## config.mk

```make
export PLATFORM = sky130hd
export DESIGN_NAME = spi_master_ctrl
export DESIGN_NICKNAME = d
export VERILOG_FILES = /design/src/rtl/spi_pkg.sv /design/src/rtl/spi_sclk_gen.sv /design/src/rtl/spi_master_ctrl.sv
export SDC_FILE = /design/constraint.sdc
export NUM_CORES = 1
export LEC_CHECK = 0
export ABC_AREA = 1
export BUFFER_PORTS_ARGS = -buffer_cell sky130_fd_sc_hd__buf_4
export CAP_MARGIN = 20
export CORE_MARGIN = 3
export CORE_UTILIZATION = 55
export DETAILED_ROUTE_END_ITERATION = 10
export PLACE_DENSITY = 0.78
export RECOVER_POWER = 100
export SLEW_MARGIN = 30
export SYNTH_ARGS = -nofsm -noshare
export SYNTH_HDL_FRONTEND = slang
export SYNTH_SLANG_ARGS = --single-unit
```

## constraint.sdc

```tcl
create_clock -name clk -period 2 [get_ports clk]
set_clock_uncertainty 0.05 [all_clocks]
set_input_delay 0.3 -clock clk [delete_from_list [all_inputs] [get_ports clk]]
set_output_delay 0.3 -clock clk [all_outputs]
set_load 0.02 [all_outputs]
```

## src/rtl/spi_pkg.sv

```systemverilog
// Shared definitions for the SPI master controller.
//   spi_state_e : controller FSM states (IDLE, SETUP, SHIFT, HOLD, GAP)
//   FRAME_BITS  : bits per command frame {opcode, addr, data}
//   SPI_OP_RD   : register-read opcode understood by the board's SPI slave
package spi_pkg;

  typedef enum logic [2:0] {
    IDLE  = 3'd0,
    SETUP = 3'd1,
    SHIFT = 3'd2,
    HOLD  = 3'd3,
    GAP   = 3'd4
  } spi_state_e;

  localparam int FRAME_BITS = 24;
  localparam logic [7:0] SPI_OP_RD = 8'h40;

endpackage

```

## src/rtl/spi_sclk_gen.sv

```systemverilog
// SPI clock generator.
// Produces a registered sclk level that toggles every CLK_DIV cycles while
// enabled, plus one-cycle strobes flagging that sclk rises (rise_o) or falls
// (fall_o) at the next clock edge. While disabled the counter and sclk are
// held at zero, so the first rise is always 2*CLK_DIV cycles... no: the first
// rise always lands CLK_DIV cycles after enable is raised.
// Ports:
//   clk, rst : system clock, synchronous active-high reset
//   en_i     : run the divider
//   sclk_o   : SPI clock level (idle low)
//   rise_o   : sclk goes high at the next edge
//   fall_o   : sclk goes low at the next edge
module spi_sclk_gen #(
  parameter int CLK_DIV = 2
) (
  input  logic clk,
  input  logic rst,
  input  logic en_i,
  output logic sclk_o,
  output logic rise_o,
  output logic fall_o
);

  localparam int HC_W = $clog2(CLK_DIV + 1);

  logic [HC_W-1:0] cnt_q, cnt_d;
  logic            sclk_q, sclk_d;
  logic            wrap;

  assign wrap   = en_i && (cnt_q == HC_W'(CLK_DIV - 1));
  assign rise_o = wrap && !sclk_q;
  assign fall_o = wrap && sclk_q;
  assign sclk_o = sclk_q;

  always_comb begin
    cnt_d  = cnt_q;
    sclk_d = sclk_q;
    if (!en_i) begin
      cnt_d  = '0;
      sclk_d = 1'b0;
    end else if (wrap) begin
      cnt_d  = '0;
      sclk_d = ~sclk_q;
    end else begin
      cnt_d = cnt_q + 1'b1;
    end
  end

  always_ff @(posedge clk) begin
    if (rst) begin
      cnt_q  <= '0;
      sclk_q <= 1'b0;
    end else begin
      cnt_q  <= cnt_d;
      sclk_q <= sclk_d;
    end
  end

endmodule

```

## src/rtl/spi_master_ctrl.sv

```systemverilog
// Single-channel SPI master (mode 0, MSB first) sequencing 24-bit frames
// {opcode, addr, wdata} and returning the last 8 received miso bits.
// Handshake: a request is taken on any clock edge where req_valid and
// req_ready are both high; req_ready is high only in IDLE, and request
// fields are not looked at again until the controller returns to IDLE.
// Ports:
//   clk, rst                          : system clock, sync active-high reset
//   req_valid/req_ready               : request handshake
//   req_opcode/req_addr/req_wdata     : frame bytes 0..2
//   rsp_valid/rsp_rdata               : one-cycle completion pulse + data
//   busy                              : frame in progress (state != IDLE)
//   sclk_o/csn_o/mosi_o/miso_i        : SPI pins
module spi_master_ctrl
  import spi_pkg::*;
#(
  parameter int CLK_DIV  = 2,
  parameter int CS_SETUP = 5,
  parameter int CS_HOLD  = 5,
  parameter int CS_GAP   = 4
) (
  input  logic       clk,
  input  logic       rst,
  input  logic       req_valid,
  output logic       req_ready,
  input  logic [7:0] req_opcode,
  input  logic [7:0] req_addr,
  input  logic [7:0] req_wdata,
  output logic       rsp_valid,
  output logic [7:0] rsp_rdata,
  output logic       busy,
  output logic       sclk_o,
  output logic       csn_o,
  output logic       mosi_o,
  input  logic       miso_i
);

  if (CLK_DIV < 1 || CS_SETUP < 1 || CS_HOLD < 1 || CS_GAP < 1) begin : g_bad_param
    $error("spi_master_ctrl: CLK_DIV, CS_SETUP, CS_HOLD and CS_GAP must all be >= 1");
  end

  localparam int TMR_MAX = (CS_SETUP > CS_HOLD) ?
                           ((CS_SETUP > CS_GAP) ? CS_SETUP : CS_GAP) :
                           ((CS_HOLD  > CS_GAP) ? CS_HOLD  : CS_GAP);
  localparam int TMR_W = $clog2(TMR_MAX + 1);

  spi_state_e            state_q, state_d;
  logic [TMR_W-1:0]      tmr_q, tmr_d;
  logic [4:0]            bit_q, bit_d;
  logic [FRAME_BITS-1:0] tx_q, tx_d;
  logic [7:0]            rx_q, rx_d;
  logic                  csn_q, csn_d;
  logic                  mosi_q, mosi_d;
  logic                  rsp_valid_q, rsp_valid_d;
  logic [7:0]            rsp_rdata_q, rsp_rdata_d;
  logic                  ready_q, busy_q;
  logic                  rise_stb, fall_stb;

  spi_sclk_gen #(.CLK_DIV(CLK_DIV)) u_sclk_gen (
    .clk    (clk),
    .rst    (rst),
    .en_i   (state_q == SHIFT),
    .sclk_o (sclk_o),
    .rise_o (rise_stb),
    .fall_o (fall_stb)
  );

  always_comb begin
    state_d     = state_q;
    tmr_d       = tmr_q;
    bit_d       = bit_q;
    tx_d        = tx_q;
    rx_d        = rx_q;
    csn_d       = csn_q;
    mosi_d      = mosi_q;
    rsp_valid_d = 1'b0;
    rsp_rdata_d = rsp_rdata_q;
    unique case (state_q)
      IDLE: begin
        if (req_valid) begin
          state_d = SETUP;
          tx_d    = {req_opcode, req_addr, req_wdata};
          mosi_d  = req_opcode[7];
          csn_d   = 1'b0;
          tmr_d   = '0;
          bit_d   = '0;
          rx_d    = '0;
        end
      end
      SETUP: begin
        if (tmr_q == TMR_W'(CS_SETUP - 1)) begin
          state_d = SHIFT;
          tmr_d   = '0;
        end else begin
          tmr_d = tmr_q + 1'b1;
        end
      end
      SHIFT: begin
        if (rise_stb) rx_d = {rx_q[6:0], miso_i};
        if (fall_stb) begin
          if (bit_q == 5'(FRAME_BITS - 1)) begin
            state_d = HOLD;
            mosi_d  = 1'b0;
          end else begin
            bit_d  = bit_q + 1'b1;
            tx_d   = {tx_q[FRAME_BITS-2:0], 1'b0};
            mosi_d = tx_q[FRAME_BITS-2];
          end
        end
      end
      HOLD: begin
        if (tmr_q == TMR_W'(CS_HOLD - 1)) begin
          state_d     = GAP;
          tmr_d       = '0;
          csn_d       = 1'b1;
          rsp_valid_d = 1'b1;
          rsp_rdata_d = rx_q;
        end else begin
          tmr_d = tmr_q + 1'b1;
        end
      end
      GAP: begin
        if (tmr_q == TMR_W'(CS_GAP - 1)) begin
          state_d = IDLE;
          tmr_d   = '0;
        end else begin
          tmr_d = tmr_q + 1'b1;
        end
      end
      default: state_d = IDLE;
    endcase
  end

  always_ff @(posedge clk) begin
    if (rst) begin
      state_q     <= IDLE;
      tmr_q       <= '0;
      bit_q       <= '0;
      tx_q        <= '0;
      rx_q        <= '0;
      csn_q       <= 1'b1;
      mosi_q      <= 1'b0;
      rsp_valid_q <= 1'b0;
      rsp_rdata_q <= '0;
      ready_q     <= 1'b1;
      busy_q      <= 1'b0;
    end else begin
      state_q     <= state_d;
      tmr_q       <= tmr_d;
      bit_q       <= bit_d;
      tx_q        <= tx_d;
      rx_q        <= rx_d;
      csn_q       <= csn_d;
      mosi_q      <= mosi_d;
      rsp_valid_q <= rsp_valid_d;
      rsp_rdata_q <= rsp_rdata_d;
      // Decoded from the next state so both stay pure register outputs.
      ready_q     <= (state_d == IDLE);
      busy_q      <= (state_d != IDLE);
    end
  end

  assign req_ready = ready_q;
  assign busy      = busy_q;
  assign csn_o     = csn_q;
  assign mosi_o    = mosi_q;
  assign rsp_valid = rsp_valid_q;
  assign rsp_rdata = rsp_rdata_q;

endmodule

```

==> run metrics <==
EDFF count, synth=0; DRT Pass-1 Iters=4; via count=2,358; met2 Resource Use GR=0.363; Cell Area, Synth=2590 sq um; post-detail-place hpwl=3650 microns; GR Util met3=0.0608; Cell Rows=24; RR Startpoint=bit_q[0]$_SDFFE_PP0P_; relative slew slack=0.603; vias in the first global route=2,183; status=complete, no violations; largest net degree at the start of global routing=26; vias per inst=5.06; TNS Setup=0 ns; register bit total from synthesis=58; met1 Use GR=0.245; top-area cell type share of the netlist area=0.449; Clk Latency, worst-skew pair=0.33 ns; Hold Path End=rx_q[0]$_SDFFE_PP0P_; Setup CP Type=flop to flop; Power Density=957 nW/um^2; hold path cells=3; Filler Cells Inserted=408; async set-or-reset flop fraction in the synthesized netlist=0; Worst setup SP type=flop; n_diodes=0; critical path endpoint category=flop; period utilization=0.863; Die ar.=5570 sq um; Max-cap violations=0; Hold Crit Class=input pin to flop; Initial Util=0.582; HP Start=miso_i; All-Layer GR Usage=0.211; R2R setup slack=0.27 ns; max-slew violation total from the final report=0; CTS Hold Bufs=0; Yosys cell types=29; post-synth top area cell=dfxtp_1; maximum clock path buffer count=2; worst reg-to-reg path cell count=7; RSZ-0062 raised after global routing=no; GR peak layer=met2; routability cong.=0.804; TritonCTS Buffers=9; net count after synthesis=398; clock transition at the registers of the reported paths=0.06 ns; GRT overflow=0; Period minus WS final=1.73 ns; YS warnings=0; Max Fclk=579 MHz; Final Hold Vio Count=0; Worst Tran Pin Value=0.593 ns; H-tree lvl count=3; Root Driver=clkbuf_8; Seq/Total Area, Yosys=0.449; CTS tree=done; DRC Markers=0; Top FF cell, synth=dfxtp_1; Tot Pwr=0.00300 W; Die Y=74.6 microns; core area=4440 sq um; worst path required time=2.17 ns; share of cells above drive strength 1=0.140; Post-CTS Setup Repair Bufs=0; area delta synth->final=21.2%; cell with the most instances after synthesis=nand2_1; Mapped Cells=364; final antenna-violating net count=0; first-pass GRT wire length=9070 microns; RR Endpoint=tx_q[22]$_SDFFE_PP0P_; Setup Viol. Count Final=0; Ports=42; WL/cell=11.4 microns; Starting DRT DRC Count=157; Syn Area/Cell=7.11 sq um; Max VDD drop=0.640 mV; Buffers on Ports=41; CTS resizes=0; NumNets Final=443; crit path max fanout=12; Area contributors post-synth=dfxtp_1, nand2_1, nor2_1; initial antenna violation count=0; commonest cells in the netlist=nand2_1, dfxtp_1, nor2_1; Pleak=1.45 nW; die width=74.6 microns; clk sinks=58; Detailed Route WL=5320 microns; worst path arrival time=1.89 ns
[layout by cell type, fill, tap and decap left out, types with 2 or more instances in the layout]
master     instances
o21ai_0           42
buf_4             33
clkbuf_1          15
bufinv_16          4
nand2_2            2
inv_1             28
nand3_1            9
a22oi_1            8
clkbuf_8          10
ha_1               6
nor2_1            61
a21oi_1           17
inv_2              2
nor3_1             3
nand4_1            3
dfxtp_1           58
nor2_4             2
nand2_1          102
[metrics by stage]
step	cell area (sq um)	setup WS [ns]	utilization	hold slack [ns]	std cells
6_report	3140	0.274	0.706	0.183	466
4_1_cts	3220	0.269	0.724	0.171	466
3_5_place_dp	2950	0.295	0.664	0.376	450
2_1_floorplan	2590	0.492	-	0.319	364
3_3_place_gp	2950	0.398	0.664	0.364	450
5_1_grt	3140	0.113	0.706	0.182	466
[state kept, by name (all words and copies together), names as in the netlist]
| signal | count |
|---|---|
| bit_q | 5 |
| busy | 1 |
| csn_o | 1 |
| mosi_o | 1 |
| req_ready | 1 |
| rsp_rdata | 8 |
| rsp_valid | 1 |
| rx_q | 8 |
| state_q | 3 |
| tmr_q | 3 |
| tx_q | 23 |
| u_sclk_gen.cnt_q | 2 |
| u_sclk_gen.sclk_o | 1 |
[worst max path at each step]
stage / slack (ns) / startpoint / depth (start not counted) / to
6_report: 0.27 / bit_q[0]$_SDFFE_PP0P_ / 7 / tx_q[22]$_SDFFE_PP0P_
5_1_grt: 0.11 / state_q[2]$_SDFF_PP0_ / 5 / u_sclk_gen.sclk_o$_SDFFE_PP0N_
4_1_cts: 0.27 / bit_q[0]$_SDFFE_PP0P_ / 8 / tx_q[22]$_SDFFE_PP0P_
3_5_place_dp: 0.29 / bit_q[0]$_SDFFE_PP0P_ / 8 / tx_q[22]$_SDFFE_PP0P_
3_3_place_gp: 0.40 / bit_q[0]$_SDFFE_PP0P_ / 8 / tx_q[8]$_SDFFE_PP0P_
2_1_floorplan: 0.49 / bit_q[0]$_SDFFE_PP0P_ / 7 / tx_q[10]$_SDFFE_PP0P_
[per-layer routing]
layer,wire length [microns],share of wire
met1,2470,0.46
met3,212,0.040
met5,0,0
met4,90,0.017
met2,2550,0.48
[cell families after synthesis]
family | share of synthesized area
flip-flops | 0.449
AND/OR/NAND/NOR | 0.299
buffers and inverters | 0.0754
AO/OA/AOI/OAI | 0.145
XOR/XNOR | 0.00338
adder cells (fa/ha/maj) | 0.0290
[power breakdown]
group          switching, W  internal (W)
Clock              0.000452      0.000986
Sequential        0.0000406       0.00124
Combinational      0.000166      0.000123
[worst max-delay path, stage by stage (launching register included)]
cell      delay (ns)
dfxtp_1         0.39
ha_1            0.25
nand4_1         0.20
nor2_4          0.19
nor2_1          0.09
clkbuf_2        0.19
o21ai_0         0.20
nor2_1          0.06
[area by class of cell]
type | count | area [sq um] | share of cell area
tap | 52 | 65.1 | 0.0207
inverter | 30 | 113 | 0.0359
clock buffer | 11 | 141 | 0.0451
timing repair buffer | 49 | 325 | 0.104
sequential | 58 | 1160 | 0.370
multi-input combinational | 261 | 1210 | 0.385
clock inverter | 5 | 125 | 0.0399
Note: power is estimated with default switching activity, not from simulation.
